===== src/rtl/mux_arb_pkg.sv =====
// Shared types for the two-way round-robin stream arbiter.
package mux_arb_pkg;

  typedef enum logic [1:0] {
    IDLE   = 2'd0,
    GRANT0 = 2'd1,
    GRANT1 = 2'd2
  } arb_state_t;

  localparam int STATS_W = 16;

endpackage


===== src/rtl/mux2_1.sv =====
// One-bit 2:1 mux cell; the arbiter builds its datapath from an array of these.
module mux2_1 (
  input  logic i0,
  input  logic i1,
  input  logic sel,
  output logic y
);

  assign y = sel ? i1 : i0;

endmodule


===== src/rtl/mux2_arbiter.sv =====
// Round-robin arbiter sharing one valid/ready output channel between two streams.
// A grant lasts for a whole packet (up to *_last) or MAX_BEATS beats, whichever
// comes first, then priority rotates. The datapath is a per-bit mux2_1 array
// steered by the registered sel.
// Optional: define MUX_ARB_STATS_EN to add grant_cnt0/grant_cnt1 grant counters.
module mux2_arbiter
  import mux_arb_pkg::*;
#(
  parameter int DATA_WIDTH = 8,
  parameter int MAX_BEATS  = 16
) (
  input  logic                  clk,
  input  logic                  rst_n,
  input  logic                  in0_valid,
  input  logic [DATA_WIDTH-1:0] in0_data,
  input  logic                  in0_last,
  output logic                  in0_ready,
  input  logic                  in1_valid,
  input  logic [DATA_WIDTH-1:0] in1_data,
  input  logic                  in1_last,
  output logic                  in1_ready,
  output logic                  out_valid,
  output logic [DATA_WIDTH-1:0] out_data,
  output logic                  out_last,
  input  logic                  out_ready,
  output logic                  sel,
  output logic                  busy
`ifdef MUX_ARB_STATS_EN
  ,
  output logic [STATS_W-1:0]    grant_cnt0,
  output logic [STATS_W-1:0]    grant_cnt1
`endif
);

  localparam int CNT_W = $clog2(MAX_BEATS + 1);
  localparam int MW    = DATA_WIDTH + 2;

  arb_state_t       state_q, state_d;
  logic             prio_q, prio_d;
  logic             sel_q, sel_d;
  logic [CNT_W-1:0] cnt_q, cnt_d;
  logic             grant, grant_idx;
  logic             cur, cur_valid, oth_valid;
  logic             xfer, quota_hit;

  // Datapath: {valid, last, data} for both sides, one mux cell per bit.
  logic [MW-1:0] mux_a, mux_b, mux_y;
  logic          mux_valid;

  assign mux_a = {in0_valid, in0_last, in0_data};
  assign mux_b = {in1_valid, in1_last, in1_data};

  genvar b;
  generate
    for (b = 0; b < MW; b++) begin : g_mux
      mux2_1 u_mux (
        .i0  (mux_a[b]),
        .i1  (mux_b[b]),
        .sel (sel_q),
        .y   (mux_y[b])
      );
    end
  endgenerate

  assign mux_valid = mux_y[MW-1];
  assign out_last  = mux_y[MW-2];
  assign out_data  = mux_y[DATA_WIDTH-1:0];

  // sel always matches the granted side while busy, so the mux output is the
  // granted stream; IDLE just blanks valid.
  assign busy      = (state_q != IDLE);
  assign out_valid = busy & mux_valid;
  assign in0_ready = (state_q == GRANT0) & out_ready;
  assign in1_ready = (state_q == GRANT1) & out_ready;
  assign sel       = sel_q;

  assign cur       = (state_q == GRANT1);
  assign cur_valid = cur ? in1_valid : in0_valid;
  assign oth_valid = cur ? in0_valid : in1_valid;
  assign xfer      = out_valid & out_ready;
  assign quota_hit = (cnt_q == CNT_W'(MAX_BEATS - 1));

  // Next-state: arbitration from IDLE, beat counting and release/handover.
  always_comb begin
    state_d   = state_q;
    prio_d    = prio_q;
    sel_d     = sel_q;
    cnt_d     = cnt_q;
    grant     = 1'b0;
    grant_idx = 1'b0;
    case (state_q)
      IDLE: begin
        if (in0_valid | in1_valid) begin
          grant     = 1'b1;
          grant_idx = (in0_valid & in1_valid) ? prio_q : in1_valid;
        end
      end
      GRANT0, GRANT1: begin
        if (xfer) begin
          if (out_last | quota_hit) begin
            // Handover prefers the other side; the current side's valid is
            // high on its own transfer edge, so it keeps the grant otherwise.
            prio_d = ~cur;
            cnt_d  = '0;
            if (oth_valid) begin
              grant     = 1'b1;
              grant_idx = ~cur;
            end else if (cur_valid) begin
              grant     = 1'b1;
              grant_idx = cur;
            end else begin
              state_d = IDLE;
            end
          end else begin
            cnt_d = cnt_q + 1'b1;
          end
        end
      end
      default: state_d = IDLE;
    endcase
    if (grant) begin
      state_d = grant_idx ? GRANT1 : GRANT0;
      sel_d   = grant_idx;
      cnt_d   = '0;
    end
  end

  // State registers with synchronous reset.
  always_ff @(posedge clk) begin
    if (!rst_n) begin
      state_q <= IDLE;
      prio_q  <= 1'b0;
      sel_q   <= 1'b0;
      cnt_q   <= '0;
    end else begin
      state_q <= state_d;
      prio_q  <= prio_d;
      sel_q   <= sel_d;
      cnt_q   <= cnt_d;
    end
  end

`ifdef MUX_ARB_STATS_EN
  // Saturating per-requester grant-edge counters.
  always_ff @(posedge clk) begin
    if (!rst_n) begin
      grant_cnt0 <= '0;
      grant_cnt1 <= '0;
    end else if (grant) begin
      if (!grant_idx && grant_cnt0 != {STATS_W{1'b1}}) grant_cnt0 <= grant_cnt0 + 1'b1;
      if (grant_idx && grant_cnt1 != {STATS_W{1'b1}})  grant_cnt1 <= grant_cnt1 + 1'b1;
    end
  end
`endif

endmodule


===== config.mk =====
export PLATFORM = sky130hd
export DESIGN_NAME = mux2_arbiter
export DESIGN_NICKNAME = d
export VERILOG_FILES = /design/src/rtl/mux_arb_pkg.sv /design/src/rtl/mux2_1.sv /design/src/rtl/mux2_arbiter.sv
export SDC_FILE = /design/constraint.sdc
export NUM_CORES = 1
export LEC_CHECK = 0
export CORE_MARGIN = 1.5
export CORE_UTILIZATION = 42
export CTS_BUF_LIST = sky130_fd_sc_hd__clkbuf_2
export DETAILED_ROUTE_END_ITERATION = 10
export HOLD_SLACK_MARGIN = 0.12
export PLACE_DENSITY = 0.82
export SETUP_SLACK_MARGIN = 0.2
export SYNTH_ARGS = -nofsm -noshare
export SYNTH_HDL_FRONTEND = slang
export SYNTH_SLANG_ARGS = --single-unit

===== constraint.sdc =====
create_clock -name clk -period 2.2 [get_ports clk]
set_input_delay 0.33 -clock clk [delete_from_list [all_inputs] [get_ports clk]]
set_output_delay 0.33 -clock clk [all_outputs]
set_load 0.01 [all_outputs]

==> results.json, run 1 <==
{
  "synth.net_count": 115,
  "yosys.area.top_type_share_pct": 22.86,
  "cts_tree": "yes",
  "synth_area_per_cell_um2": 9.166,
  "hpwl_um": 1486,
  "grt_pass1_vias": 655,
  "antenna_cells": 0,
  "vdd_drop_max_v": 0.0004828,
  "max-cap-violations": 0,
  "path_cells": "buf_6, mux2_2, clkdlybuf4s50_1",
  "grt_pass1_wl_um": 2753,
  "grt_antenna_before_repair": 0,
  "critPathKind": "flop to primary output",
  "syn_inst": 86,
  "fillers": 149,
  "fin_setup_tns_ps": 0,
  "layout-drive-gt1-share_pct": 23.53,
  "p_leak_nw": 0.4689,
  "finalHoldViolCount": 0,
  "area_growth_pct": 49.05,
  "fin_crit_ps": 1952,
  "powerDensity_mw_per_mm2": 618.3,
  "die_area_mm2": 0.002146,
  "syn_area_um2": 788.3,
  "nNetsFinal": 149,
  "slew_viol_final": 0,
  "synth_edf_count": 0,
  "synth_most_common_cell": "dfxtp_1",
  "grt_usage_pct": 17.73,
  "yosys-top-cells-count": "dfxtp_1 (9), buf_4 (8), mux2_2 (8)",
  "skew_ps": 5.036,
  "ant_nets": 0,
  "holdWs_ps": 495.0,
  "grt.overflow.total": 0,
  "cts-root-buf": "clkbuf_2",
  "worstMarginPinSlew_ps": 332.4,
  "crit_arrival_ps": 1620,
  "max_freq_ghz": 0.5122,
  "crit_path_max_incr_delay_ps": 480,
  "yosysWarnings": 0,
  "rsz0062_at_grt": "yes",
  "drtPass1Iterations": 6,
  "synth-seq-cells": 9,
  "fin_crit_sh_pct": 88.74,
  "status": "finished, final reports clean",
  "wire_per_inst_um": 12.72,
  "drt-total-wl_um": 1831,
  "grt_max_degree": 8,
  "h-tree-depth": 1,
  "die_h_um": 46.32,
  "yosysUniqueCellTypes": 34,
  "gp_congestion": 0.7538,
  "critPathRequiredTime_ps": 1870,
  "clk_latency_ps": 240,
  "cp_max_fo": 7,
  "first_iter_violations": 8,
  "hold_path.class": "flop to flop",
  "drc": 0,
  "portBuffers": 36,
  "clock-sinks": 9,
  "ios": 37,
  "fp.coreArea_mm2": 0.001745,
  "rows": 15,
  "clk_pin_slew_worst_paths_ps": 90,
  "yosys_most_used_dff": "dfxtp_1",
  "slowest_stage": "clkdlybuf4s50_1",
  "setup_viol": 0,
  "vias_per_cell": 5.139,
  "cts.path.max_buffers": 2,
  "cp-start-kind": "flop",
  "async_flop_share_pct": 0,
  "slew_headroom_pct": 77.82,
  "vias": 740,
  "cts_buffers": 3,
  "end_kind": "primary output",
  "start_util_pct": 45.16,
  "die_w_um": 46.32,
  "yosys.area.top_type": "dfxtp_1",
  "synth_area_leaders": "dfxtp_1 (23%), mux2_2 (11%), ha_1 (9.5%), buf_4 (7.6%), inv_1 (3.3%)",
  "ys_seq_area_share_pct": 22.86
}
## layer usage
metal | track usage [%] | part of all wire [%] | up-vias
li1 | - | - | 359
met1 | 19.44 | 41 | 335
met2 | 34.17 | 49 | 40
met3 | 3.922 | 7.8 | 6
met4 | 3.429 | 1.9 | 0
met5 | 0 | 0 | -
## registers in the layout, summed over array words and instances (netlist names)
signal and count:
cnt_q 5, prio_q 1, sel 1, state_q 2
## timing repair
action	in CTS	in global routing
resized for setup	3	8
endpoints found under the hold margin	0	0
endpoints found under the setup margin	8	10
hold buffers	0	0
setup buffers	0	0
## power by group
part | total [mW] | switching [mW] | leakage, nW | internal, mW
combinational | 0.416 | 0.184 | 0.378 | 0.232
sequential | 0.204 | 0.0220 | 0.0744 | 0.182
clock | 0.106 | 0.0577 | 0.0166 | 0.0483
total | 0.726 | 0.264 | 0.469 | 0.462
## area by class of cell
cell class / count / area, µm² / area share [%]
Timing Repair Buffer: 38 / 389.1 / 33.12
Tap cell: 25 / 31.28 / 2.662
Multi-Input combinational cell: 60 / 518.0 / 44.09
Clock buffer: 4 / 20.02 / 1.704
Inverter: 8 / 30.03 / 2.556
Sequential cell: 9 / 186.4 / 15.87
## placed cells by master (no fill, tap or decap), types with 2 or more instances in the layout
cell type	netlist	routed
a21boi_1	2	2
a21oi_1	2	2
and2_1	2	2
and3_1	2	2
clkbuf_2	0	4
clkdlybuf4s50_1	0	32
dfxtp_1	9	6
dfxtp_2	0	2
dlymetal6s2s_1	0	4
ha_1	6	5
inv_1	7	7
mux2_2	8	8
mux2i_4	1	2
nand2_1	3	3
nand3_1	3	3
nor2_1	7	7
nor3_1	2	2
o211ai_1	2	2
o21ai_0	2	2
xnor2_1	3	3
## critical path: cells and delay by family, from the launching register on
kind                   cells  cell delay [ps]
buffers and inverters      2              630
multiplexers               1              330
flip-flops                 1              420
## cell families after synthesis
| family | share of synthesized area [%] |
|---|---|
| fa+ha+maj | 9.524 |
| simple gates | 16.19 |
| buf+inv | 12.86 |
| compound gates | 17.93 |
| xor+xnor | 3.334 |
| mux | 17.30 |
| flops | 22.86 |
## final timing paths
| check | start | end | slack, ps | cells after the start |
|---|---|---|---|---|
| worst max-delay path | sel | out_data[2] | 250 | 3 |
| worst min-delay path | state_q[0] | state_q[0] | 490 | 2 |
| worst max register to register | cnt_q[1] | state_q[0] | 350 | 7 |
| worst min register to register | state_q[0] | state_q[0] | 490 | 2 |
## through the flow
stage                     cells  instance area [µm²]  setup WS (ps)  utilization [%]  power [mW]
after global placement      140                 1124          234.1            64.37      0.6054
final                       144                 1175          247.7            67.31      0.7264
after CTS                   144                 1150          215.9            65.88      0.7251
after floorplan              86                788.3          536.5                -      0.4684
after detailed placement    140                 1124          220.0            64.37      0.6105
after global routing        144                 1175          170.9            67.31      0.7800
Power figures use the tool's default switching activity.
==> run 2, diff against run 1 <==
--- a/config.mk
+++ b/config.mk
@@ -5,13 +5,16 @@
 export SDC_FILE = /design/constraint.sdc
 export NUM_CORES = 1
 export LEC_CHECK = 0
+export CELL_PAD_IN_SITES_DETAIL_PLACEMENT = 1
+export CELL_PAD_IN_SITES_GLOBAL_PLACEMENT = 2
 export CORE_MARGIN = 1.5
-export CORE_UTILIZATION = 42
+export CORE_UTILIZATION = 23
 export CTS_BUF_LIST = sky130_fd_sc_hd__clkbuf_2
 export DETAILED_ROUTE_END_ITERATION = 10
 export HOLD_SLACK_MARGIN = 0.12
-export PLACE_DENSITY = 0.82
+export PLACE_DENSITY_LB_ADDON = 0.1
 export SETUP_SLACK_MARGIN = 0.2
 export SYNTH_ARGS = -nofsm -noshare
 export SYNTH_HDL_FRONTEND = slang
 export SYNTH_SLANG_ARGS = --single-unit
+export TNS_END_PERCENT = 10
==> constraint.sdc (replaced) <==
create_clock -name clk -period 2.2 [get_ports clk]
set_input_delay 0.22 -clock clk [delete_from_list [all_inputs] [get_ports clk]]
set_output_delay 0.22 -clock clk [all_outputs]
set_load 0.01 [all_outputs]
==> results.json, run 2 (synthesized netlist as in run 1, its figures left out) <==
{
  "wire_per_inst_um": 12.87,
  "layout-drive-gt1-share_pct": 23.33,
  "clk_latency_ps": 250,
  "die_h_um": 61.54,
  "fin_setup_tns_ps": 0,
  "status": "finished, final reports clean",
  "worstMarginPinSlew_ps": 324.1,
  "cts_buffers": 3,
  "layout_commonest_cell": "clkdlybuf4s50_1",
  "crit_arrival_ps": 1720,
  "clk_pin_slew_worst_paths_ps": 110,
  "fin_crit_sh_pct": 88.39,
  "h-tree-depth": 1,
  "critPathRequiredTime_ps": 1980,
  "hold_path.class": "flop to flop",
  "placed_area_mm2": 0.001157,
  "cp-start-kind": "flop",
  "area_growth_pct": 50.16,
  "fillers": 399,
  "drc": 0,
  "multi_input_area_um2": 506.7,
  "rows": 21,
  "finalHoldViolCount": 0,
  "cts_tree": "yes",
  "fin_crit_ps": 1945,
  "grt_usage_pct": 11.90,
  "setup_viol": 0,
  "powerDensity_mw_per_mm2": 628.0,
  "ios": 37,
  "die_w_um": 61.54,
  "max-cap-violations": 0,
  "p_leak_nw": 0.4420,
  "grt_pass1_wl_um": 3318,
  "vias_per_cell": 4.380,
  "cts.path.max_buffers": 2,
  "slew_viol_final": 0,
  "skew_ps": 1.209,
  "grt.overflow.total": 0,
  "hpwl_um": 1776,
  "die_area_mm2": 0.003787,
  "max_freq_ghz": 0.5143,
  "cp_max_fo": 8,
  "grt_antenna_before_repair": 0,
  "rsz0062_at_grt": "yes",
  "vias": 727,
  "clock-sinks": 9,
  "ant_nets": 0,
  "drtPass1Iterations": 2,
  "largestRegisters": "cnt_q x5, state_q x2",
  "critPathKind": "flop to primary output",
  "final_area_mm2": 0.001184,
  "portBuffers": 36,
  "drt-total-wl_um": 2136,
  "antenna_cells": 0,
  "slew_headroom_pct": 77.93,
  "nNetsFinal": 150,
  "end_kind": "primary output",
  "start_util_pct": 23.81,
  "regMostFlops": "cnt_q",
  "cts-root-buf": "clkbuf_2",
  "first_iter_violations": 13,
  "gp_congestion": 0.6904,
  "grt_max_degree": 9,
  "vdd_drop_max_v": 0.0002685,
  "fp.coreArea_mm2": 0.003311,
  "largest_reg_flops": 5,
  "seqCellArea_um2": 183.9,
  "grt_pass1_vias": 722,
  "mostFrequentLayoutCells": "clkdlybuf4s50_1 (35), mux2_2 (8), inv_1 (7), nor2_1 (7)"
}
[run 2: report_power, final]
| part | total, mW | internal, mW | switching, mW | leakage, nW |
|---|---|---|---|---|
| registers | 0.205 | 0.182 | 0.0229 | 0.0741 |
| logic | 0.423 | 0.233 | 0.189 | 0.351 |
| clock network | 0.116 | 0.0483 | 0.0678 | 0.0166 |
[run 2: repair_timing]
item | CTS | global route
cloned | 0 | 0
resized for setup | 1 | 3
buffers inserted | 0 | 0
endpoints found under the setup margin | 7 | 7
hold buffers | 0 | 0
[run 2: final cells by class]
class / instances / share of cell area (%)
timing repair buffer: 39 / 32.56
sequential: 9 / 15.54
multi-input combinational: 60 / 42.81
tap: 46 / 4.863
inverter: 8 / 2.537
clock buffer: 4 / 1.691
[run 2: layer usage]
layer / track usage (%) / vias to the layer above / wire [µm]
li1: - / 364 / -
met1: 14.70 / 334 / 985
met2: 20.30 / 27 / 966
met3: 2.941 / 2 / 174
met4: 3.647 / 0 / 10
met5: 0 / - / 0
[run 2: path summary, 6_finish.rpt]
kind | end | start | slack [ps] | depth (start not counted)
setup reg to reg | state_q[0] | cnt_q[0] | 420 | 7
setup / recovery | out_data[1] | sel | 260 | 3
hold reg to reg | state_q[0] | state_q[0] | 500 | 2
hold / removal | state_q[0] | state_q[0] | 500 | 2
[run 2: critical path, stage by stage (launching register included)]
cell and delay (ps):
dfxtp_2 470, buf_4 190, mux2_2 330, clkdlybuf4s50_1 480
[run 2: metrics by stage]
step	util, %	hold WS, ps	std cells	power [mW]	setup WS [ps]
floorplan	-	365.9	86	0.4684	536.5
global placement	34.96	482.4	162	0.6326	357.6
detailed placement	34.96	494.8	162	0.6394	354.0
CTS	35.60	521.4	166	0.7586	160.5
global route	35.75	525.8	166	0.7972	151.8
finish	35.75	500.6	166	0.7433	255.4
